<file path="src/rtl/mixed_cmd_scheduler.sv">
// Two-requester command scheduler. Requesters are arbitrated round-robin and
// one command runs at a time against an external single-port memory. A valid
// bit is kept per entry, and every accepted command gets one tagged response.
module mixed_cmd_scheduler #(
  parameter int DEPTH = 16,
  parameter int AW    = 4,
  parameter int DW    = 32,
  parameter int TAGW  = 9,
  parameter int WAITW = 8
) (
  input  logic              clk,
  input  logic              rst,
  input  logic [1:0]        req_valid,
  output logic [1:0]        req_ready,
  input  logic [5:0]        req_opcode,
  input  logic [2*TAGW-1:0] req_tag,
  input  logic [2*AW-1:0]   req_index,
  input  logic [2*DW-1:0]   req_data,
  output logic              mem_en,
  output logic              mem_we,
  output logic [AW-1:0]     mem_addr,
  output logic [DW-1:0]     mem_wdata,
  input  logic [DW-1:0]     mem_rdata,
  output logic              rsp_valid,
  input  logic              rsp_ready,
  output logic              rsp_id,
  output logic [TAGW-1:0]   rsp_tag,
  output logic [DW-1:0]     rsp_data,
  output logic [1:0]        rsp_status,
  output logic              busy
);

  typedef enum logic [2:0] {
    OP_READ  = 3'd0,
    OP_WRITE = 3'd1,
    OP_WAIT  = 3'd2,
    OP_EVICT = 3'd3,
    OP_TRIM  = 3'd4
  } opcode_e;

  typedef enum logic [2:0] {
    ST_IDLE, ST_RD_ISSUE, ST_RD_CAP, ST_EV_WR, ST_WR, ST_WAIT, ST_RESP
  } state_e;

  localparam logic [1:0] STAT_OK      = 2'd0;
  localparam logic [1:0] STAT_MISS    = 2'd1;
  localparam logic [1:0] STAT_ILLEGAL = 2'd2;

  state_e            state_q, state_d;
  logic [DEPTH-1:0]  valid_q, valid_d;
  logic              last_grant_q, last_grant_d;
  logic [WAITW-1:0]  cnt_q, cnt_d;
  logic              id_q, id_d;
  logic [2:0]        opcode_q, opcode_d;
  logic [TAGW-1:0]   tag_q, tag_d;
  logic [AW-1:0]     index_q, index_d;
  logic [DW-1:0]     data_q, data_d;
  logic [DW-1:0]     rsp_data_q, rsp_data_d;
  logic [1:0]        status_q, status_d;

  logic [1:0]        grant;
  logic              accept;
  logic              sel;
  logic [2:0]        sel_opcode;
  logic [TAGW-1:0]   sel_tag;
  logic [AW-1:0]     sel_index;
  logic [DW-1:0]     sel_data;

  // Round-robin grant: on a tie the requester that did not win last time goes first.
  always_comb begin
    grant = 2'b00;
    case (req_valid)
      2'b01:   grant = 2'b01;
      2'b10:   grant = 2'b10;
      2'b11:   grant = last_grant_q ? 2'b01 : 2'b10;
      default: grant = 2'b00;
    endcase
  end

  assign req_ready  = (state_q == ST_IDLE) ? grant : 2'b00;
  assign accept     = |(req_valid & req_ready);
  assign sel        = grant[1];
  assign sel_opcode = sel ? req_opcode[5:3] : req_opcode[2:0];
  assign sel_tag    = sel ? req_tag[2*TAGW-1:TAGW] : req_tag[TAGW-1:0];
  assign sel_index  = sel ? req_index[2*AW-1:AW] : req_index[AW-1:0];
  assign sel_data   = sel ? req_data[2*DW-1:DW] : req_data[DW-1:0];

  // Next-state logic, memory strobes, and command/valid-bit bookkeeping.
  always_comb begin
    state_d      = state_q;
    valid_d      = valid_q;
    last_grant_d = last_grant_q;
    cnt_d        = cnt_q;
    id_d         = id_q;
    opcode_d     = opcode_q;
    tag_d        = tag_q;
    index_d      = index_q;
    data_d       = data_q;
    rsp_data_d   = rsp_data_q;
    status_d     = status_q;
    mem_en       = 1'b0;
    mem_we       = 1'b0;
    mem_addr     = '0;
    mem_wdata    = '0;

    case (state_q)
      ST_IDLE: begin
        if (accept) begin
          id_d         = sel;
          opcode_d     = sel_opcode;
          tag_d        = sel_tag;
          index_d      = sel_index;
          data_d       = sel_data;
          last_grant_d = sel;
          rsp_data_d   = '0;
          status_d     = STAT_OK;
          cnt_d        = '0;
          case (sel_opcode)
            OP_READ, OP_EVICT: begin
              if (valid_q[sel_index]) begin
                state_d = ST_RD_ISSUE;
              end else begin
                status_d = STAT_MISS;
                state_d  = ST_RESP;
              end
            end
            OP_WRITE: state_d = ST_WR;
            OP_WAIT: begin
              cnt_d   = sel_data[WAITW-1:0];
              state_d = (sel_data[WAITW-1:0] == '0) ? ST_RESP : ST_WAIT;
            end
            OP_TRIM: begin
              valid_d[sel_index] = 1'b0;
              state_d            = ST_RESP;
            end
            default: begin
              status_d = STAT_ILLEGAL;
              state_d  = ST_RESP;
            end
          endcase
        end
      end
      ST_RD_ISSUE: begin
        mem_en   = 1'b1;
        mem_addr = index_q;
        state_d  = ST_RD_CAP;
      end
      ST_RD_CAP: begin
        rsp_data_d = mem_rdata;
        state_d    = (opcode_q == OP_EVICT) ? ST_EV_WR : ST_RESP;
      end
      ST_EV_WR: begin
        mem_en           = 1'b1;
        mem_we           = 1'b1;
        mem_addr         = index_q;
        valid_d[index_q] = 1'b0;
        state_d          = ST_RESP;
      end
      ST_WR: begin
        mem_en           = 1'b1;
        mem_we           = 1'b1;
        mem_addr         = index_q;
        mem_wdata        = data_q;
        valid_d[index_q] = 1'b1;
        state_d          = ST_RESP;
      end
      ST_WAIT: begin
        cnt_d = cnt_q - 1'b1;
        if (cnt_q == WAITW'(1) || cnt_q == '0) begin
          state_d = ST_RESP;
        end
      end
      ST_RESP: begin
        if (rsp_ready) begin
          state_d = ST_IDLE;
        end
      end
      default: state_d = ST_IDLE;
    endcase
  end

  // State and command registers; reset abandons any command in flight.
  always_ff @(posedge clk or posedge rst) begin
    if (rst) begin
      state_q      <= ST_IDLE;
      valid_q      <= '0;
      last_grant_q <= 1'b1;
      cnt_q        <= '0;
      id_q         <= 1'b0;
      opcode_q     <= '0;
      tag_q        <= '0;
      index_q      <= '0;
      data_q       <= '0;
      rsp_data_q   <= '0;
      status_q     <= '0;
    end else begin
      state_q      <= state_d;
      valid_q      <= valid_d;
      last_grant_q <= last_grant_d;
      cnt_q        <= cnt_d;
      id_q         <= id_d;
      opcode_q     <= opcode_d;
      tag_q        <= tag_d;
      index_q      <= index_d;
      data_q       <= data_d;
      rsp_data_q   <= rsp_data_d;
      status_q     <= status_d;
    end
  end

  assign rsp_valid  = (state_q == ST_RESP);
  assign rsp_id     = rsp_valid & id_q;
  assign rsp_tag    = rsp_valid ? tag_q : '0;
  assign rsp_data   = rsp_valid ? rsp_data_q : '0;
  assign rsp_status = rsp_valid ? status_q : 2'b00;
  assign busy       = (state_q != ST_IDLE);

endmodule

</file>
<file path="config.mk">
export PLATFORM = sky130hd
export DESIGN_NAME = mixed_cmd_scheduler
export DESIGN_NICKNAME = d
export VERILOG_FILES = /design/src/rtl/mixed_cmd_scheduler.sv
export SDC_FILE = /design/constraint.sdc
export NUM_CORES = 1
export LEC_CHECK = 0
export CORE_MARGIN = 1
export CORE_UTILIZATION = 35
export DETAILED_ROUTE_END_ITERATION = 10
export GPL_ROUTABILITY_DRIVEN = 0
export HOLD_SLACK_MARGIN = 0.1
export PLACE_DENSITY_LB_ADDON = 0.3
export SYNTH_ARGS = -nofsm -noshare
export SYNTH_HDL_FRONTEND = slang
export SYNTH_SLANG_ARGS = --single-unit
</file>
<file path="constraint.sdc">
create_clock -name clk -period 5.6 [get_ports clk]
set_input_delay 1.68 -clock clk [delete_from_list [all_inputs] [get_ports clk]]
set_output_delay 1.68 -clock clk [all_outputs]
set_load 0.02 [all_outputs]
</file>
==> out/results.txt <==
Hold Crit Start -> data_q[1]
Synth Area in Adders -> 0.3932%
via/cell ratio -> 5.231
power per cell area -> 487.7 nW/um2
initial antenna violation count -> 0
die area -> 18730 um2
Worst IR Drop VDD -> 0.2386 mV
final setup TNS -> 0 ps
share of cells above drive strength 1 -> 5.550%
CTS tree -> done
Compound-Gate Fraction of Synth Area -> 15.90%
f_max -> 199.0 MHz
drt initial violations -> 353
Simple-Gate Fraction of Synth Area -> 28.56%
CTS buffer count -> 9
Die Wd -> 136.9 um
r2r setup slk -> 2830 ps
Filler cells -> 1675
largest net degree at the start of global routing -> 66
H-tree depth -> 3
multi-input logic area -> 3318 um2
Antenna Violating Nets Remaining -> 0
syn nets -> 902
grt ovf -> 0
asr flop ratio synth -> 100.0%
r2r endpoint -> valid_q[15]
Required @ worst endpoint -> 3920 ps
mapped cell area -> 6365 um2
Nets -> 1085
post-CTS setup buffers -> 0
WHS -> 483.2 ps
Design Area, Final -> 9001 um2
Leak -> 3.781 nW
ant diodes -> 0
RSZ-0062 raised after global routing -> no
initial core utilization -> 36.29%
CTS Buffer Depth -> 2
Root Buffer -> clkbuf_16
relative slew slack -> 32.93%
WHS Path Cells -> 2
GRT Total Usage -> 21.24%
end of the worst hold path -> data_q[1]
#FFs+latches synth -> 111
clock-pin slew on the worst setup and hold paths -> 80 ps
syn avg cell area -> 8.298 um2
first-pass GRT wire length -> 30560 um
Final setup viols -> 0
Primary FF master, synth -> dfrtp_1
Max Cap Viol -> 0
critical path launch point type -> input pin
clk_lat worst skew -> 350 ps
cell count after synthesis -> 767
# DRC -> 0
CTS Sinks -> 111
Tot Pwr -> 4.390 mW
Post-DP Area -> 8710 um2
cts hold-fix bufs -> 0
final worst-path cycle share -> 89.71%
status -> finished, final reports clean
drt wl/cell -> 16.49 um
Post-Route WL -> 19450 um
Chip Height -> 136.9 um
yosys warns -> 0
crit-path max FO -> 6
DR pass1 iterations -> 5
post_cts resized -> 0
critical path arrival -> 3340 ps
number of global-route vias before repair -> 5986
CP Class -> in2out
hold crit path type -> reg2reg
crit end category -> output port
XOR/XNOR share of the synthesized area -> 0.2752%
Reg2Reg Depth -> 6
DR vias -> 6172
number of synthesized flops with an enable pin -> 0
Reg2Reg Launch Point -> last_grant_q
Hold Violations, Final -> 0
placed insts -> 1164
main combinational cell family by area after synthesis -> simple AND/OR/NAND/NOR gates
Clock Skew -> 6.342 ps
hpwl dp -> 13670 um
Reg area -> 2779 um2
port bufs -> 218
I/O pin count -> 219
row cnt -> 48
Slew Limit Fails -> 0
core footprint -> 17540 um2
area delta synth->final -> 41.42%
fin crit period -> 5024 ps
Unique masters post-synth -> 53
sequential-to-total area share from yosys stat -> 43.66%
multiplexer share of the synthesized area -> 6.546%
slew of the pin with the lowest slew margin -> 1002 ps
Final Non-Filler Cells -> 1180
-- per-layer routing --
| layer | wire length (um) | track usage, % | vias to the layer above |
|---|---|---|---|
| li1 | - | - | 3031 |
| met1 | 7985 | 25.45 | 2871 |
| met2 | 9432 | 35.36 | 229 |
| met3 | 1581 | 6.667 | 41 |
| met4 | 454 | 8.425 | 0 |
| met5 | 0 | 0 | - |
-- Yosys cell counts (7+ instances only) --
library cell	instances	area, um2
and3_1	34	212.7
nor2b_1	7	43.79
mux2i_1	21	210.2
buf_2	12	60.06
nor4_1	10	62.56
nand2_1	186	698.2
nand2b_1	9	56.30
and2_1	45	281.5
a31oi_1	39	244.0
a211oi_1	9	67.56
nor2_1	52	195.2
o22ai_1	14	87.58
inv_1	17	63.81
nand3_1	10	50.05
clkbuf_1	42	157.7
dfrtp_1	110	2753
o21ai_0	56	280.3
-- critical path, cell delays in order --
cell,delay [ps]
clkdlybuf4s50_1,610
a21bo_2,260
nor2_1,160
clkdlybuf4s50_1,630
-- power breakdown --
group          total [mW]  switching [mW]  internal (mW)
registers            1.45           0.265           1.18
clock network       0.647           0.316          0.331
logic                2.30            1.28           1.01
total                4.39            1.86           2.53
-- metrics by stage --
stage	setup slack [ps]	utilization, %
finish	576.0	51.33
global route	546.2	51.33
CTS	587.2	51.33
detailed placement	586.3	49.66
global placement	605.2	49.66
floorplan	991.0	-
-- registers in the layout, indices dropped and copies added (netlist names) --
register and cells:
data_q 32, rsp_data_q 32, valid_q 16, tag_q 9
cnt_q 8, index_q 4, opcode_q 3, state_q 3
status_q 2, id_q 1, last_grant_q 1
-- placed cells by master (no fill, tap or decap), types with 7 or more instances in the layout --
| master | count |
|---|---|
| a211oi_1 | 9 |
| a31oi_1 | 39 |
| and2_1 | 45 |
| and3_1 | 34 |
| buf_4 | 11 |
| clkbuf_16 | 9 |
| clkdlybuf4s50_1 | 218 |
| dfrtp_1 | 110 |
| inv_1 | 16 |
| mux2i_1 | 21 |
| nand2_1 | 186 |
| nand2b_1 | 9 |
| nand3_1 | 10 |
| nor2_1 | 49 |
| nor2b_1 | 7 |
| nor4_1 | 10 |
| o21ai_0 | 55 |
| o22ai_1 | 14 |
-- kinds of logic (layout without fill, tap and decap cells) --
logic type	count (synthesis)	in the layout
flops	111	111
fa+ha+maj	2	2
compound gates	160	160
mux	33	33
simple gates	385	385
xor+xnor	2	2
buf+inv	74	262
-- layout make-up --
cell class	instances	share of cell area, %
Tap cell	225	3.128
Clock buffer	11	2.808
Multi-Input combinational cell	582	36.86
Clock inverter	5	0.4309
Timing Repair Buffer	229	25.16
Sequential cell	111	30.87
Inverter	17	0.7367
-- how the worst max path moves through the flow --
stage | from | endpoint | slack, ps | cells after the start
after floorplan | rst | cnt_q[0] | 990 | 1
after global placement | req_valid[1] | req_ready[1] | 610 | 4
after detailed placement | req_valid[1] | req_ready[1] | 590 | 4
after CTS | req_valid[1] | req_ready[1] | 590 | 4
after global routing | req_valid[0] | req_ready[1] | 550 | 4
final | req_valid[1] | req_ready[1] | 580 | 4
No activity file was read; power rests on OpenSTA's default activity.
